$ cat src/rtl/simd_seq_pkg.sv
// Shared types and constants for the SIMD instruction sequencer.
// The instruction and micro-op records and the FSM state type all live here,
// so the buffer and the sequencer agree on field layout.
package simd_seq_pkg;

    localparam int SEQ_OPW   = 4;
    localparam int SEQ_RW    = 6;
    localparam int SEQ_CW    = 8;
    localparam int BUF_DEPTH = 2;
    localparam int CNT_W     = $clog2(BUF_DEPTH + 1);
    localparam int PTR_W     = 1;

    typedef struct packed {
        logic [SEQ_OPW-1:0] opcode;
        logic [SEQ_RW-1:0]  dst;
        logic [SEQ_RW-1:0]  src0;
        logic [SEQ_RW-1:0]  src1;
        logic [SEQ_CW-1:0]  rep;
    } inst_t;

    typedef struct packed {
        logic [SEQ_OPW-1:0] opcode;
        logic [SEQ_RW-1:0]  dst;
        logic [SEQ_RW-1:0]  src0;
        logic [SEQ_RW-1:0]  src1;
        logic               last;
    } uop_t;

    typedef enum logic {
        IDLE  = 1'b0,
        ISSUE = 1'b1
    } state_t;

    // The first micro-op of an instruction uses its base registers unchanged;
    // a zero repeat count means this first micro-op is also the last one.
    function automatic uop_t first_uop(input inst_t inst);
        uop_t u;
        u.opcode = inst.opcode;
        u.dst    = inst.dst;
        u.src0   = inst.src0;
        u.src1   = inst.src1;
        u.last   = (inst.rep == '0);
        return u;
    endfunction

endpackage

$ cat src/rtl/simd_seq_fifo.sv
// Two-entry instruction buffer for the SIMD sequencer.
// The head entry stays in the buffer while it is being expanded. It is only
// popped once its final micro-op is accepted. The entry behind it is exposed
// as well, so the sequencer can load it on the same edge as the pop.
module simd_seq_fifo
    import simd_seq_pkg::*;
(
    input  logic             i_clk,
    input  logic             i_rst,
    input  logic             push,
    input  logic             pop,
    input  inst_t            push_data,
    output inst_t            head,
    output inst_t            next,
    output logic [CNT_W-1:0] count
);

    inst_t            mem [BUF_DEPTH];
    logic [PTR_W-1:0] rd_ptr;
    logic [PTR_W-1:0] wr_ptr;

    // Storage, pointers and occupancy; a simultaneous push and pop leaves the count unchanged.
    always_ff @(posedge i_clk or negedge i_rst) begin
        if (!i_rst) begin
            rd_ptr <= '0;
            wr_ptr <= '0;
            count  <= '0;
            for (int k = 0; k < BUF_DEPTH; k++) begin
                mem[k] <= '0;
            end
        end else begin
            if (push) begin
                mem[wr_ptr] <= push_data;
                wr_ptr      <= wr_ptr + 1'b1;
            end
            if (pop) begin
                rd_ptr <= rd_ptr + 1'b1;
            end
            case ({push, pop})
                2'b10:   count <= count + CNT_W'(1);
                2'b01:   count <= count - CNT_W'(1);
                default: count <= count;
            endcase
        end
    end

    assign head = mem[rd_ptr];
    assign next = mem[rd_ptr + 1'b1];

endmodule

$ cat src/rtl/simd_inst_sequencer.sv
// SIMD instruction sequencer.
// It accepts instructions from the driver into a two-entry buffer and expands
// each one into (rep+1) micro-ops. Each micro-op has its register indices
// offset by its position in the burst. Micro-ops are issued one per cycle
// from a registered issue stage.
// Optional feature: define SIMD_SEQ_STAT_EN to add saturating statistics
// counters for accepted instructions and stalled issue cycles.
module simd_inst_sequencer
    import simd_seq_pkg::*;
#(
    parameter int OPW = SEQ_OPW,
    parameter int RW  = SEQ_RW,
    parameter int CW  = SEQ_CW
) (
    input  logic           i_clk,
    input  logic           i_rst,
    input  logic           inst_rdy,
    output logic           inst_ack,
    input  logic [OPW-1:0] inst_opcode,
    input  logic [RW-1:0]  inst_dst,
    input  logic [RW-1:0]  inst_src0,
    input  logic [RW-1:0]  inst_src1,
    input  logic [CW-1:0]  inst_rep,
    output logic           uop_rdy,
    input  logic           uop_ack,
    output logic [OPW-1:0] uop_opcode,
    output logic [RW-1:0]  uop_dst,
    output logic [RW-1:0]  uop_src0,
    output logic [RW-1:0]  uop_src1,
    output logic           uop_last,
    output logic           o_busy
`ifdef SIMD_SEQ_STAT_EN
    ,
    output logic [31:0]    o_stat_inst,
    output logic [31:0]    o_stat_stall
`endif
);

    inst_t            inst_in;
    inst_t            fifo_head;
    inst_t            fifo_next;
    logic [CNT_W-1:0] fifo_count;
    logic             push;
    logic             pop;
    logic             have_next;
    inst_t            next_src;

    state_t           state;
    uop_t             uop_q;
    logic             uop_valid;
    logic [CW-1:0]    idx;
    logic [CW-1:0]    rep_q;

    assign inst_in = '{opcode: inst_opcode, dst: inst_dst, src0: inst_src0,
                       src1: inst_src1, rep: inst_rep};

    // Acceptance only looks at the pre-pop occupancy, so a full buffer never takes a push even if it pops this cycle.
    assign inst_ack = i_rst && inst_rdy && (fifo_count < CNT_W'(BUF_DEPTH));
    assign push     = inst_rdy && inst_ack;
    assign pop      = (state == ISSUE) && uop_ack && uop_q.last;

    simd_seq_fifo u_fifo (
        .i_clk     (i_clk),
        .i_rst     (i_rst),
        .push      (push),
        .pop       (pop),
        .push_data (inst_in),
        .head      (fifo_head),
        .next      (fifo_next),
        .count     (fifo_count)
    );

    // Choose the instruction that follows the one finishing now: either the second buffered entry or the one arriving this cycle.
    always_comb begin
        have_next = 1'b0;
        next_src  = fifo_next;
        if (fifo_count == CNT_W'(2)) begin
            have_next = 1'b1;
        end else if (push) begin
            have_next = 1'b1;
            next_src  = inst_in;
        end
    end

    // Issue FSM: load an instruction, walk its micro-ops on each accept, and chain into the next instruction without a bubble.
    always_ff @(posedge i_clk or negedge i_rst) begin
        if (!i_rst) begin
            state     <= IDLE;
            uop_q     <= '0;
            uop_valid <= 1'b0;
            idx       <= '0;
            rep_q     <= '0;
        end else begin
            case (state)
                IDLE: begin
                    if (fifo_count != '0) begin
                        uop_q     <= first_uop(fifo_head);
                        rep_q     <= fifo_head.rep;
                        idx       <= '0;
                        uop_valid <= 1'b1;
                        state     <= ISSUE;
                    end
                end
                ISSUE: begin
                    if (uop_ack) begin
                        if (!uop_q.last) begin
                            idx        <= idx + CW'(1);
                            uop_q.dst  <= uop_q.dst + RW'(1);
                            uop_q.src0 <= uop_q.src0 + RW'(1);
                            uop_q.src1 <= uop_q.src1 + RW'(1);
                            uop_q.last <= ((idx + CW'(1)) == rep_q);
                        end else if (have_next) begin
                            uop_q     <= first_uop(next_src);
                            rep_q     <= next_src.rep;
                            idx       <= '0;
                            uop_valid <= 1'b1;
                        end else begin
                            uop_valid <= 1'b0;
                            state     <= IDLE;
                        end
                    end
                end
                default: begin
                    state     <= IDLE;
                    uop_valid <= 1'b0;
                end
            endcase
        end
    end

    assign uop_rdy    = uop_valid;
    assign uop_opcode = uop_q.opcode;
    assign uop_dst    = uop_q.dst;
    assign uop_src0   = uop_q.src0;
    assign uop_src1   = uop_q.src1;
    assign uop_last   = uop_q.last;
    assign o_busy     = (fifo_count != '0) || uop_valid;

`ifdef SIMD_SEQ_STAT_EN
    // Saturating counters for accepted instructions and cycles where the lanes hold off a valid micro-op.
    always_ff @(posedge i_clk or negedge i_rst) begin
        if (!i_rst) begin
            o_stat_inst  <= '0;
            o_stat_stall <= '0;
        end else begin
            if (push && (o_stat_inst != '1)) begin
                o_stat_inst <= o_stat_inst + 32'd1;
            end
            if (uop_valid && !uop_ack && (o_stat_stall != '1)) begin
                o_stat_stall <= o_stat_stall + 32'd1;
            end
        end
    end
`endif

endmodule

$ cat config.mk
export PLATFORM = sky130hd
export DESIGN_NAME = simd_inst_sequencer
export DESIGN_NICKNAME = d
export VERILOG_FILES = /design/src/rtl/simd_seq_pkg.sv /design/src/rtl/simd_seq_fifo.sv /design/src/rtl/simd_inst_sequencer.sv
export SDC_FILE = /design/constraint.sdc
export NUM_CORES = 1
export LEC_CHECK = 0
export BUFFER_PORTS_ARGS = -buffer_cell sky130_fd_sc_hd__buf_4
export CORE_UTILIZATION = 54
export DETAILED_ROUTE_END_ITERATION = 7
export PLACE_DENSITY = 0.77
export SYNTH_ARGS = -nofsm -noshare
export SYNTH_HDL_FRONTEND = slang
export SYNTH_SLANG_ARGS = --single-unit
export TNS_END_PERCENT = 5
$ cat constraint.sdc
create_clock -name i_clk -period 1.9 [get_ports i_clk]
set_clock_uncertainty 0.05 [all_clocks]
set_input_delay 0.38 -clock i_clk [delete_from_list [all_inputs] [get_ports i_clk]]
set_output_delay 0.38 -clock i_clk [all_outputs]
set_load 0.03 [all_outputs]
==> impl_metrics.py, run 1 <==
metrics = {
    "status": {
        "status": "finished clean",
    },
    "global_routing": {
        "grtUsageTotal": 0.282,
        "grt_use_met3": 0.0711,
        "use_met2": 0.466,
        "met1_usage": 0.361,
        "busiest_layer": "met2",
        "antenna_found_initial": 0,
        "grt_pass1_vias": 4917,
        "grt_start_max_net_pins": 40,
        "grt_pass1_wl_um": 24500,
        "grt_overflow": 0,
    },
    "drt": {
        "ant_nets": 0,
        "vias": 4849,
        "dr.first_iter.drc_count": 307,
        "routedWlPerCell_um": 19.5,
        "wirelength_um": 15200,
        "firstDrtPassIters": 5,
        "drc_errors": 0,
        "viasPerCell": 6.22,
    },
    "synthesis": {
        "yosysUniqueCellTypes": 51,
        "syn_area_um2": 5900,
        "ys_top_cells_by_count": "dfrtp_1 (105), mux2_2 (66), nor2_1 (47)",
        "synth_compound_area_frac": 0.162,
        "synth_top_family_by_area": "multiplexers",
        "synthAdderAreaFrac": 0.0106,
        "synth_seq_cells": 105,
        "muxShareOfSynthArea": 0.203,
        "async_flop_share": 1.00,
        "yosysMostFrequentCell": "dfrtp_1",
        "synth.avg_cell_area_um2": 10.3,
        "synth_xor_area_frac": 0.0252,
        "synth_top_area_share": 0.446,
        "yosysSeqAreaShare": 0.446,
        "synthFlopType": "dfrtp_1",
        "synth_top_cell_by_area": "dfrtp_1",
        "synth_area_leaders": "dfrtp_1 (45%), mux2_2 (13%), mux2i_1 (7.5%)",
        "synth_simple_gate_area_frac": 0.111,
        "ys_warn_count": 0,
        "syn_inst": 573,
        "synth_edf_count": 0,
        "mappedNetlistNets": 612,
    },
    "floorplan": {
        "coreArea_um2": 10500,
        "dieWidth_um": 107,
        "pin_count": 60,
        "rows": 37,
        "fp.dieH_um": 107,
        "die-area_um2": 11300,
        "initial_core_util": 0.564,
    },
    "clocking": {
        "cts_tree": "yes",
        "numCtsBuffers": 9,
        "clock_sink_count": 105,
        "insertion_delay_ps": 390,
        "path_clk_slew_ps": 90,
        "cts_root_buffer": "clkbuf_8",
        "h-tree-depth": 3,
        "cts_buffer_depth": 2,
    },
    "sta": {
        "fmax_mhz": 528,
        "hold_viol": 0,
        "drv_slew": 0,
        "rsz0062_at_grt": "true",
        "setup_violations": 0,
        "finalSetupTns_ps": 0,
        "fin_crit_sh": 0.996,
        "relSlewSlack": 0.652,
        "worst_hold_slack_ps": 23.2,
        "min_period_ps": 1890,
        "layout_setup_ws_ps": 6.75,
        "worst_slew_pin_slew_ps": 517,
    },
    "power_and_ir_drop": {
        "pwr_density_cell_nw_per_um2": 1800,
        "p_leak_nw": 3.10,
        "ir_drop_v": 0.000958,
    },
    "placement": {
        "place_ws_ps": 10.5,
        "dpl-instance-area_um2": 6660,
        "gp_congestion": 0.835,
        "hpwl_um": 10100,
        "numPortBuffers": 59,
    },
    "final_layout": {
        "final_nets": 678,
        "final_layout_size_suffix_gt1_frac": 0.301,
        "multi_input_area_um2": 3050,
        "finalInstanceArea_um2": 7010,
        "nFillCells": 830,
        "area.growth.synth_to_final_pct": 18.9,
        "n_antenna_cell": 0,
        "seq_area_um2": 2630,
    },
    "critical_path": {
        "critical_path_peak_fanout": 4,
        "cp.required_ps": 1470,
        "crit_arrival_ps": 1460,
        "r2r_slack_ps": 20,
        "critPathLaunchType": "flip-flop",
        "endpoint_kind": "output pin",
        "critical_path_class": "flip-flop to output pin",
    },
    "run": {
        "max_cap_viol_count": 0,
    },
    "hold_path": {
        "min_path_type": "input port to async pin",
    },
}
==> layout by cell type (no fill, tap or decap), drive strengths merged, types with 6 or more instances in the layout <==
cell type	synthesis	routed
o21ai	40	40
nor4	6	6
nor3	6	6
clkbuf	12	11
mux2i	44	44
a211oi	26	26
xnor2	10	10
a21oi	38	38
nand2	31	31
o22a	6	6
dfrtp	105	105
nand3	10	10
xor2	7	7
inv	10	10
buf	30	96
mux2	67	67
nor2b	17	17
nor2	47	47
and3	7	7
==> routing by layer <==
layer / vias to the layer above / part of all wire
met5: - / 0
met4: 0 / 0.014
met3: 22 / 0.070
met2: 184 / 0.49
met1: 2419 / 0.42
li1: 2224 / -
==> flip-flops by register name, summed over array words and instances (netlist names), 2 cells and up <==
register,cells
u_fifo.mem,60
idx,8
rep_q,8
uop_dst,6
uop_src0,6
uop_src1,6
uop_opcode,4
u_fifo.count,2
==> power by group <==
group / internal (mW) / switching, mW
registers: 3.31 / 1.08
logic: 3.22 / 3.43
clock network: 0.776 / 0.773
==> stage by stage <==
step / utilization / power [mW] / cells
floorplan: - / 8.71 / 573
global placement: 0.637 / 10.5 / 759
detailed placement: 0.637 / 10.8 / 759
CTS: 0.668 / 12.5 / 780
global route: 0.670 / 13.3 / 780
finish: 0.670 / 12.6 / 780
==> what timing repair did <==
action,in CTS,in global routing
gates cloned,1,0
resized for setup,7,8
pin swaps,0,1
endpoints found under the setup margin,2,16
setup buffers,4,0
hold buffers,0,0
==> layout make-up <==
type,count,area share
timing repair buffer,97,0.128
sequential,105,0.375
multi-input combinational,416,0.435
clock inverter,5,0.0114
tap,136,0.0243
clock buffer,11,0.0202
inverter,10,0.00535
==> critical path: stages, from the launching register on <==
cell and delay, ps:
dfrtp_1 420, buf_6 140, or3_4 370, buf_6 150
==> cell families after synthesis <==
logic type | Yosys count
flops | 105
simple gates | 137
buf+inv | 52
mux | 111
compound gates | 146
fa+ha+maj | 5
xor+xnor | 17
==> final timing paths <==
path,start,cells after the start,endpoint
worst max-delay path,u_fifo.count[1],3,o_busy
max in group asynchronous,i_rst,3,idx[0]
worst min register to register,uop_opcode[1],2,uop_opcode[1]
worst min-delay path,i_rst,2,u_fifo.mem[18]
worst max register to register,u_fifo.count[1],7,rep_q[6]
min in group i_clk,inst_src0[5],2,u_fifo.mem[49]
Note: power is estimated with default switching activity, not from simulation.
==> run 2: changes to the inputs <==
CORE_MARGIN = 5   (was unset)
==> run 2 against run 1 <==
Worst hold slack better by 12 ps. Via count grew 0.68%. Clock power decreased by 19%. Critical endpoint unchanged. Largest power group unchanged.
==> impl_metrics.py, run 2 (same netlist as run 1, synthesis figures left out) <==
metrics = {
    "floorplan": {
        "pin_count": 60,
        "fp.dieH_um": 115,
        "dieWidth_um": 115,
        "coreArea_um2": 10800,
        "rows": 38,
        "die-area_um2": 13100,
        "initial_core_util": 0.546,
    },
    "placement": {
        "gp_congestion": 0.893,
        "numPortBuffers": 59,
        "place_ws_ps": 10.7,
        "dpl-instance-area_um2": 6740,
        "hpwl_um": 10700,
    },
    "critical_path": {
        "endpoint_kind": "output pin",
        "critPathLaunchType": "flip-flop",
        "critical_path_peak_fanout": 4,
        "crit_arrival_ps": 1460,
        "r2r_slack_ps": 70,
        "critical_path_class": "flip-flop to output pin",
        "crit_chain": "buf_4 > or3_4 > buf_6",
        "cpPeakStageDelay_ps": 390,
        "cp_slowest_cell": "dfrtp_1",
        "cp.required_ps": 1470,
    },
    "sta": {
        "drv_slew": 0,
        "layout_setup_ws_ps": 10.3,
        "setup_violations": 0,
        "min_period_ps": 1890,
        "hold_viol": 0,
        "rsz0062_at_grt": "true",
        "worst_slew_pin_slew_ps": 542,
        "fmax_mhz": 529,
        "fin_crit_sh": 0.995,
        "finalSetupTns_ps": 0,
        "relSlewSlack": 0.639,
    },
    "power_and_ir_drop": {
        "p_sw_frac": 0.427,
        "intPower_mw": 7.10,
        "power_frac_seq": 0.356,
        "ir_drop_v": 0.000969,
        "switchingPower_mw": 5.28,
        "p_leak_nw": 3.10,
        "pwr_density_cell_nw_per_um2": 1780,
        "clkPwrFrac": 0.102,
        "pwr-share-comb": 0.542,
    },
    "final_layout": {
        "largest-register": "u_fifo.mem",
        "largest_reg_flops": 60,
        "final_common_cell": "dfrtp_1",
        "finalInstanceArea_um2": 6970,
        "nFillCells": 820,
        "top_regs": "u_fifo.mem x60, idx x8, rep_q x8",
        "seq_area_um2": 2630,
        "final_cell_mix": "dfrtp_1 (103), buf_4 (101), mux2_2 (66)",
        "final_nets": 692,
        "multi_input_area_um2": 3050,
        "n_antenna_cell": 0,
        "final_layout_size_suffix_gt1_frac": 0.309,
        "area.growth.synth_to_final_pct": 18.1,
    },
    "drt": {
        "wirelength_um": 15000,
        "firstDrtPassIters": 5,
        "routedWlPerCell_um": 18.8,
        "dr.first_iter.drc_count": 261,
        "vias": 4882,
        "ant_nets": 0,
        "drc_errors": 0,
        "viasPerCell": 6.12,
    },
    "clocking": {
        "cts_buffer_depth": 2,
        "cts_root_buffer": "clkbuf_8",
        "clock_sink_count": 105,
        "h-tree-depth": 3,
        "numCtsBuffers": 9,
        "cts_tree": "yes",
        "path_clk_slew_ps": 100,
        "insertion_delay_ps": 380,
    },
    "run": {
        "max_cap_viol_count": 0,
    },
    "global_routing": {
        "grt_pass1_vias": 4943,
        "antenna_found_initial": 0,
        "grtUsageTotal": 0.234,
        "grt_start_max_net_pins": 43,
        "grt_pass1_wl_um": 24500,
        "grt_overflow": 0,
    },
    "hold_path": {
        "min_path_type": "input port to async pin",
    },
    "status": {
        "status": "finished clean",
    },
}
run 2: cell types whose count changed in the layout (fill, tap and decap cells not counted), moves of 2 or more:
cell | before | now
a211oi_2 | 2 | 0
buf_4 | 81 | 101
buf_12 | 10 | 5
bufinv_16 | 2 | 0
clkbuf_1 | 1 | 3
a211oi_1 | 24 | 26
run 2: cell type report:
type,count,area share
clock buffers,13,0.0214
flip-flops and latches,105,0.378
clock inverters,3,0.00251
repair buffers,110,0.130
well taps,140,0.0251
inverters,10,0.00539
multi-input cells,417,0.438
run 2: layer usage:
| layer | global-route usage | up-vias | wire length (um) |
|---|---|---|---|
| met2 | 0.373 | 168 | 7250 |
| li1 | - | 2260 | - |
| met5 | 0 | - | 0 |
| met1 | 0.313 | 2417 | 6460 |
| met4 | 0.111 | 0 | 448 |
| met3 | 0.0354 | 37 | 815 |
run 2: final timing paths:
| check | from | end | depth (start not counted) |
|---|---|---|---|
| max | u_fifo.count[1] | o_busy | 3 |
| min | i_rst | u_fifo.mem[18] | 2 |
| max reg2reg | u_fifo.count[0] | uop_src1[1] | 7 |
| min reg2reg | uop_opcode[0] | uop_opcode[0] | 2 |
| max in group asynchronous | i_rst | u_fifo.rd_ptr | 3 |
| min in group i_clk | inst_src0[2] | u_fifo.mem[16] | 2 |
run 2: what timing repair did:
action,CTS,global route
cloned,0,1
hold buffers,0,0
gates resized for setup,4,5
endpoints found under the setup margin,2,17
pin swaps,0,1
setup buffers,2,1
run 2: power groups by stage:
stage / clock network (mW) / logic [mW] / registers [mW]
after floorplan: 0 / 4.25 / 4.46
after global placement: 0 / 6.22 / 4.36
after detailed placement: 0 / 6.46 / 4.44
after CTS: 1.29 / 6.56 / 4.39
after global routing: 1.37 / 7.28 / 4.53
final: 1.26 / 6.71 / 4.40
run 2: worst max-delay path, delay by kind of cell, from the launching register on:
kind,cells,cell delay (ps)
flops,1,390
simple gates,1,380
buf+inv,2,310
run 2: per-stage QoR:
step           power [mW]   util  cells  hold slack, ps
4_1_cts              12.2  0.642    796            48.6
3_3_place_gp         10.6  0.624    779             431
5_1_grt              13.2  0.645    798            83.3
6_report             12.4  0.645    798            35.0
3_5_place_dp         10.9  0.624    779             431
2_1_floorplan        8.71      -    573            34.4
==> run 3: changes to the inputs <==
ABC_AREA = 1   (was unset)
CORE_UTILIZATION = 56   (was 54)
CTS_BUF_LIST = sky130_fd_sc_hd__clkbuf_8   (was unset)
GPL_TIMING_DRIVEN = 0   (was unset)
PLACE_DENSITY = 0.79   (was 0.77)
==> run 3 against run 2 <==
Via count rose by 26%. The run now ends with hold timing left. Power fell by 0.65%. Sequential power fell by 6.6%. Combinational power rose by 2%.
==> impl_metrics.py, run 3 <==
metrics = {
    "status": {
        "status": "complete, but fails checks",
        "violations": "hold timing",
    },
    "run": {
        "max_cap_viol_count": 0,
    },
    "floorplan": {
        "rows": 37,
        "pin_count": 60,
        "coreArea_um2": 10300,
        "dieWidth_um": 113,
        "die-area_um2": 12700,
        "fp.dieH_um": 113,
        "initial_core_util": 0.574,
    },
    "critical_path": {
        "critical_path_class": "flip-flop to flip-flop",
        "cp.required_ps": 2160,
        "endpoint_kind": "flip-flop",
        "crit_buf_inv": 3,
        "cp_common_cell": "o21ai_0",
        "crit_family": "compound AO/OA/AOI/OAI gates",
        "crit_chain": "inv_1 > nand2_2 > inv_2 > buf_4 > o21ai_0 > o221ai_1 > o211ai_1 > o21ai_0",
        "cp_slowest_cell": "dfrtp_2",
        "crit_arrival_ps": 2130,
        "critical_path_peak_fanout": 10,
        "cpPeakStageDelay_ps": 480,
        "critPathLaunchType": "flip-flop",
    },
    "final_layout": {
        "n_antenna_cell": 0,
        "final_layout_size_suffix_gt1_frac": 0.166,
        "final_nets": 912,
        "fin_cells": 1014,
        "largest-register": "u_fifo.mem",
        "final_common_cell": "nand2_1",
        "nFillCells": 890,
        "final_cell_mix": "nand2_1 (211), o21ai_0 (119), dfrtp_1 (103)",
        "top_regs": "u_fifo.mem x60, idx x8, rep_q x8",
        "area.growth.synth_to_final_pct": 16.5,
        "largest_reg_flops": 60,
    },
    "clocking": {
        "cts_root_buffer": "clkbuf_8",
        "clock_sink_count": 105,
        "cts_tree": "yes",
        "cts_buffer_depth": 2,
        "numCtsBuffers": 9,
        "insertion_delay_ps": 380,
        "path_clk_slew_ps": 110,
        "h-tree-depth": 3,
    },
    "global_routing": {
        "grt_pass1_wl_um": 29800,
        "grt_start_max_net_pins": 55,
        "grt_pass1_vias": 5857,
        "grt_overflow": 0,
        "grtUsageTotal": 0.292,
        "antenna_found_initial": 0,
    },
    "synthesis": {
        "synth_top_area_share": 0.443,
        "synth_top_cell_by_area": "dfrtp_1",
        "synth_seq_cells": 105,
        "synthFlopType": "dfrtp_1",
        "syn_area_um2": 5930,
        "synth.avg_cell_area_um2": 7.44,
        "ys_warn_count": 0,
        "synth_area_leaders": "dfrtp_1 (44%), nand2_1 (14%), o21ai_0 (10%)",
        "ys_top_cells_by_count": "nand2_1 (214), o21ai_0 (121), dfrtp_1 (105)",
        "yosysMostFrequentCell": "nand2_1",
        "yosysSeqAreaShare": 0.443,
        "syn_inst": 797,
        "yosysUniqueCellTypes": 42,
        "synth_edf_count": 0,
        "async_flop_share": 1.00,
        "mappedNetlistNets": 836,
    },
    "power_and_ir_drop": {
        "p_sw_frac": 0.500,
        "switchingPower_mw": 6.14,
        "power_frac_seq": 0.334,
        "ir_drop_v": 0.000879,
        "p_leak_nw": 3.35,
        "clkPwrFrac": 0.111,
        "pwr_density_cell_nw_per_um2": 1780,
        "pwr-share-comb": 0.555,
        "intPower_mw": 6.15,
    },
    "hold_path": {
        "min_path_type": "input port to async pin",
    },
    "drt": {
        "dr.first_iter.drc_count": 861,
        "viasPerCell": 6.07,
        "drc_errors": 0,
        "routedWlPerCell_um": 18.4,
        "wirelength_um": 18700,
        "ant_nets": 0,
        "firstDrtPassIters": 8,
        "vias": 6159,
    },
    "sta": {
        "worst_hold_slack_ps": -206,
        "fin_crit_sh": 0.986,
        "relSlewSlack": 0.610,
        "rsz0062_at_grt": "true",
        "hold_viol": 105,
        "finalSetupTns_ps": 0,
        "min_period_ps": 1870,
        "drv_slew": 0,
        "worst_slew_pin_slew_ps": 585,
        "layout_setup_ws_ps": 26.1,
        "fmax_mhz": 534,
        "setup_violations": 0,
    },
    "placement": {
        "gp_congestion": 0.934,
        "numPortBuffers": 59,
        "place_ws_ps": -1340,
        "place_inst": 992,
        "hpwl_um": 12700,
    },
}
==> run 3: layout make-up <==
| class | count | area (um2) | area share |
|---|---|---|---|
| Buffer | 44 | 279 | 0.0404 |
| Timing Repair Buffer | 66 | 541 | 0.0783 |
| Clock buffer | 9 | 124 | 0.0179 |
| Inverter | 78 | 293 | 0.0424 |
| Tap cell | 136 | 170 | 0.0246 |
| Clock inverter | 7 | 61.3 | 0.00888 |
| Multi-Input combinational cell | 569 | 2810 | 0.407 |
| Sequential cell | 105 | 2630 | 0.381 |
==> run 3: stage by stage <==
step	utilization	cell area, um2	total power, mW
CTS	0.660	6820	11.9
finish	0.669	6910	12.3
floorplan	-	5930	8.38
global route	0.669	6910	13.1
detailed placement	0.634	6540	10.5
global placement	0.634	6540	10.2
==> run 3: power groups by stage <==
stage	Combinational, mW	Sequential, mW	Clock, mW
2_1_floorplan	4.02	4.35	0
3_3_place_gp	6.19	4.02	0
3_5_place_dp	6.37	4.10	0
4_1_cts	6.48	4.06	1.37
5_1_grt	7.42	4.22	1.45
6_report	6.83	4.11	1.36
==> run 3: logic make-up (layout without fill, tap and decap cells) <==
group,count (synthesis),count (layout),share of synthesized area
flops,105,105,0.443
xor+xnor,11,11,0.0162
buf+inv,123,204,0.0871
fa+ha+maj,5,5,0.0105
compound gates,215,215,0.209
simple gates,336,336,0.231
mux,2,2,0.00338
==> run 3: timing repair <==
item	CTS	global route
hold endpoints to repair	105	105
setup endpoints to repair	104	50
buffers inserted	1	5
gates resized for setup	20	28
pin swaps	0	2
gates cloned	1	0
==> run 3: path summary, 6_finish.rpt <==
path	startpoint	end	slack, ps	cells after the start
max in group asynchronous	i_rst	u_fifo.mem[30]	1630	1
worst max-delay path	u_fifo.count[0]	uop_src0[2]	30	8
worst min-delay path	i_rst	uop_src1[2]	-210	1
worst max register to register	u_fifo.count[0]	uop_src0[2]	30	8
min in group i_clk	inst_opcode[1]	u_fifo.mem[57]	240	3
worst min register to register	u_fifo.mem[58]	u_fifo.mem[58]	450	2
==> run 3: worst reg2reg max path: stages, from the launching register on <==
cell      delay, ps
dfrtp_2         480
inv_1            90
nand2_2         180
inv_2           170
buf_4           220
o21ai_0         110
o221ai_1        230
o211ai_1        120
o21ai_0         170
==> run 3: per-layer routing <==
metal / GRT usage / share of wire / up-vias
li1: - / - / 2771
met1: 0.399 / 0.40 / 2897
met2: 0.452 / 0.45 / 429
met3: 0.0636 / 0.12 / 62
met4: 0.119 / 0.034 / 0
met5: 0 / 0 / -
